$ cat src/rtl/registro_solicitudes.sv
// Purpose : pending floor-call register with occupancy count and lowest/highest pending index.
// Latency : a request sampled at a rising edge shows on Q right after that edge; summary outputs are combinational from Q.
// Backpress: none; D and clr are sampled every cycle, and a set on the same edge as a clear takes priority.
//
// Ports:
//   clk      system clock, rising edge
//   rst_n    asynchronous active-low reset, clears Q (and the D history when present)
//   D        request inputs, bit i = call for floor i
//   clr      service-done inputs, bit i = floor i attended
//   Q        registered pending-request vector
//   any      high when any bit of Q is set
//   count    number of set bits in Q
//   lowest   index of lowest set bit of Q (0 when Q is empty)
//   highest  index of highest set bit of Q (0 when Q is empty)
//
// Configuration macro: REGISTRO_SOLICITUDES_EDGE_EN
//   defined   -> a request is registered only on a 0->1 transition of D
//   undefined -> level-sensitive; a held D keeps its bit set
module registro_solicitudes #(
  parameter int N_PISOS = 4,
  parameter int CW      = $clog2(N_PISOS + 1),
  parameter int IW      = $clog2(N_PISOS)
) (
  input  logic               clk,
  input  logic               rst_n,
  input  logic [N_PISOS-1:0] D,
  input  logic [N_PISOS-1:0] clr,
  output logic [N_PISOS-1:0] Q,
  output logic               any,
  output logic [CW-1:0]      count,
  output logic [IW-1:0]      lowest,
  output logic [IW-1:0]      highest
);

  logic [N_PISOS-1:0] pend_q;
  logic [N_PISOS-1:0] pend_d;
  logic [N_PISOS-1:0] set_c;

`ifdef REGISTRO_SOLICITUDES_EDGE_EN
  // D history, used to detect rising edges so a held call cannot re-arm after service.
  logic [N_PISOS-1:0] d_hist_q;
  logic [N_PISOS-1:0] d_hist_d;

  always_comb begin
    set_c    = D & ~d_hist_q;
    d_hist_d = D;
  end

  always_ff @(posedge clk or negedge rst_n) begin
    if (!rst_n) begin
      d_hist_q <= '0;
    end else begin
      d_hist_q <= d_hist_d;
    end
  end
`else
  always_comb begin
    set_c = D;
  end
`endif

  // Set is OR-ed after the clear so a simultaneous set/clear leaves the bit pending.
  always_comb begin
    pend_d = (pend_q & ~clr) | set_c;
  end

  always_ff @(posedge clk or negedge rst_n) begin
    if (!rst_n) begin
      pend_q <= '0;
    end else begin
      pend_q <= pend_d;
    end
  end

  assign Q = pend_q;

  // Summary outputs. The index scans rely on "last assignment wins":
  // the downward scan leaves the lowest set index, the upward scan the highest.
  always_comb begin
    any     = |pend_q;
    count   = '0;
    lowest  = '0;
    highest = '0;
    for (int i = 0; i < N_PISOS; i++) begin
      count = count + CW'(pend_q[i]);
    end
    for (int i = N_PISOS - 1; i >= 0; i--) begin
      if (pend_q[i]) begin
        lowest = IW'(i);
      end
    end
    for (int i = 0; i < N_PISOS; i++) begin
      if (pend_q[i]) begin
        highest = IW'(i);
      end
    end
  end

endmodule

$ cat config.mk
export PLATFORM = sky130hd
export DESIGN_NAME = registro_solicitudes
export DESIGN_NICKNAME = d
export VERILOG_FILES = /design/src/rtl/registro_solicitudes.sv
export SDC_FILE = /design/constraint.sdc
export NUM_CORES = 1
export LEC_CHECK = 0
export BUFFER_PORTS_ARGS = -buffer_cell sky130_fd_sc_hd__buf_4
export CAP_MARGIN = 25
export CORE_AREA = 3 3 40 42
export DETAILED_ROUTE_END_ITERATION = 10
export DIE_AREA = 0 0 43 45
export SYNTH_ARGS = -nofsm -noshare
export SYNTH_HDL_FRONTEND = slang
export SYNTH_SLANG_ARGS = --single-unit
$ cat constraint.sdc
create_clock -name clk -period 2 [get_ports clk]
set_input_delay 0.1 -clock clk [delete_from_list [all_inputs] [get_ports clk]]
set_output_delay 0.1 -clock clk [all_outputs]
set_load 0.005 [all_outputs]
* Word level (Yosys, flattened, before mapping)
Index checks and enable logic that the tools add are counted.
Operators by class: mux-type cells 7, bitwise operators 3, reductions and logical operators 1, add/subtract/negate cells 3
Operators with widths (count):
- two-way mux 2 bit | 6
- AND 4 bit | 1
- inverter 4 bit | 1
- OR 4 bit | 1
- OR reduction 4 bit | 1
- adder 2 x 1 -> 3 bit | 1
- adder 3 x 1 -> 3 bit | 1
- adder 1 x 1 -> 2 bit | 1
- two-way mux 1 bit | 1
Word-level totals: word-level logic and storage cells 15, bits in registers 4, input bits 10, output and inout port bits 12

* Depth between registers and ports, before layout
word-level depth 4, mapped depth 5, depth with buffers taken out 5

* Worst setup path before layout
No wires, ideal clock.
path kind reg2out, start point register pend_q[0], in the netlist Q[0], end point output count[1], data required time 1.900 ns, path slack 0.414 ns, cell stages (with the launch flop) 6, buffers on the path 0, arrival time 1.486 ns, cells stage by stage dfrtp_1 inv_1 fa_1 inv_1 ha_1 ha_1
Between the ends: longest elaborated chain between the ends 3
Ends and longest elaborated chain:
- from (decl) | line 35 | logic [N_PISOS-1:0] pend_q;
- from (signal assigned) | line 71 | pend_q <= pend_d;
- adder 1 x 1 -> 2 bit | line 85 | count = count + CW'(pend_q[i]);
- adder 2 x 1 -> 3 bit | line 85
- adder 3 x 1 -> 3 bit | line 85
- to (decl) | line 30 | output logic [CW-1:0] count,
Every way passes these cells.

* Worst setup path in the final report
start point register pend_q[1], in the netlist Q[1], end point output count[1]
Same word-level chain as after synthesis.

==> results.md <==
- Status: completed
- Area growth, synth to finish: 90.4%
- Synth Cell Area: roughly 250 sq um
- Row count: 13
- IO Pins: 22
- CP required: 1900 ps
- Dpl cells: a little over 60
- Syn nets: 39
- Chip Width: 43 um
- Seq/Total Area, Yosys: 40.4%
- First-pass GRT wire length: 1.06 mm
- Startpoint types: flop
- Crit-path max FO: 5
- RePlAce Congestion: between 0.6 and 0.7
- Setup CP Type: reg -> out
- Synth top area share: 40.4%
- Min cycle time layout: between 1500 and 2000 ps
- Gr ovfl total: 0
- Max Cap Viol: 0
- Total power density per cell area: 593 nW/um^2
- Post-placement setup slack: 256 ps
- Max reg flops: 4
- Area contributors post-synth: dfrtp_1 40%, ha_1 15%, inv_1 11%
- Hold Path Class: in -> reg
- Fin crit share: roughly 95%
- Initial Util: 19.3%
- Die H: 45 um
- H-tree lvl count: 1
- Worst Setup End Kind: output port
- 1st-iter DRT viols: 2
- CTS clk-pin slew, worst paths: 40 ps
- # diodes: 0
- Final Net Count: 68
- Clk buf depth: 2
- Core Footprint: about 1300 sq um
- Drt pass-1 iters: 2
- Share of cells above drive strength 1: 57.7%
- Post-synth top area cell: dfrtp_1
- Fillers: 154
- Largest net degree at the start of global routing: 7
- CTS tree: done
- # setup viols final: 0
- Total die area: 1940 sq um
- CTS buffer count: 3
- DR DRC count: 0
- Final wirelength: between 600 and 700 um
- Number of global-route vias before repair: 276
- Clock Skew: 0 ps
- Post-DRT Antenna Nets: 0
- GR Util All Layers: 7.61%
- Mean Syn Cell Area: 9.91 sq um
- Clock sinks: 4
- Slew headroom: 87.2%
- Leak: 0.257 nW
- Worst EP arrival: 1790 ps
- Seq cells post-synth: 4
- Max Fclk: 528 MHz
- Max Slew Vio Count: 0
- Cell count after synthesis: 25
- Post-DP HPWL: around 540 um
- Clk_lat worst skew: between 200 and 250 ps
- Vias post-DR: 266
- Final Non-Filler Cells: 67
- Final hold violations: 0
- Wirelength per Cell: 9.31 um
- DR vias/cell: 3.97
- Worst vdd rail ir drop: 245 uV
- Synth cell types: 12
- Synth warn: 0
- Worst slew pin tran: 192 ps
- IO Port Bufs: 21
- Clk root buf: clkbuf_4
- Final worst slack: 105 ps
- Antenna violations before repair: 0
## cells by family after synthesis
group / Yosys count / synth area share (%)
buffers and inverters: 7 / 10.6
AO/OA/AOI/OAI: 6 / 18.2
adder cells (fa/ha/maj): 4 / 23.2
AND/OR/NAND/NOR: 4 / 7.57
flip-flops: 4 / 40.4
## Yosys cell counts (all sizes together)
cell type and n:
nand2b 1, nand2 1, a21oi 1, nor3 1
fa 1, dfrtp 4, o21ai 1, o21bai 3
a21o 1, nor2 1, ha 3, inv 7
## worst max-delay path, cell delays in order (launching register included)
cell and delay (ps):
dfrtp_1 370, inv_2 80, fa_1 500, inv_1 40, ha_1 170, ha_1 270
buf_4 140
## area by class of cell
cell class | count | area [sq um] | share of cell area, %
clock buffers | 3 | 22.5 | 4.77
multi-input cells | 14 | 121 | 25.7
flip-flops and latches | 4 | 100 | 21.2
repair buffers | 24 | 183 | 38.7
inverters | 7 | 26.3 | 5.57
well taps | 15 | 18.8 | 3.98
## cell usage in the layout (no fill, tap or decap)
cell	instances
dlygate4sd3_1	1
inv_2	2
fa_1	1
a21o_2	1
nor3_1	1
buf_4	23
nor2_1	1
inv_1	5
nand2b_1	1
ha_1	3
a21oi_2	1
nand2_1	1
o21ai_0	1
clkbuf_4	3
dfrtp_1	4
o21bai_1	3
## per-stage QoR
stage / util, % / power (mW) / setup TNS, ps / hold WS [ps] / instance area, sq um
3_3_place_gp: 33.0 / 0.180 / 0 / -103 / 424
6_report: 36.7 / 0.280 / 0 / 37.4 / 472
5_1_grt: 36.7 / 0.303 / -1.19 / 44.8 / 472
4_1_cts: 36.1 / 0.285 / 0 / 31.4 / 464
3_5_place_dp: 33.0 / 0.181 / 0 / -101 / 424
2_1_floorplan: - / 0.125 / 0 / -196 / 248
## path summary, 6_finish.rpt
| kind | slack, ps | to | startpoint | cells after the start |
|---|---|---|---|---|
| max | 110 | count[1] | Q[1] | 6 |
| min | 40 | Q[1] | clr[1] | 2 |
| max reg2reg | 1260 | Q[2] | Q[2] | 1 |
| min reg2reg | 590 | Q[2] | Q[2] | 1 |
| max in group asynchronous | 1690 | Q[3] | rst_n | 2 |
| min in group asynchronous | 210 | Q[1] | rst_n | 2 |
## power breakdown
part | internal [mW] | switching, mW | leakage, nW
Clock | 0.0668 | 0.0284 | 0.0138
Sequential | 0.0870 | 0.00571 | 0.0430
Combinational | 0.0576 | 0.0344 | 0.200
## routing by layer
| metal | GRT usage (%) | part of all wire [%] | vias up |
|---|---|---|---|
| li1 | - | - | 132 |
| met1 | 6.83 | 35 | 123 |
| met2 | 13.8 | 54 | 11 |
| met3 | 1.99 | 11 | 0 |
| met4 | 7.23 | 0 | 0 |
| met5 | 0 | 0 | - |
## repair_timing
action / in CTS / in global routing
resized for setup: 0 / 2
hold endpoints to repair: 4 / 0
setup buffers: 1 / 1
endpoints found under the setup margin: 1 / 1
hold buffers: 1 / 0
No activity file was read; power rests on OpenSTA's default activity.
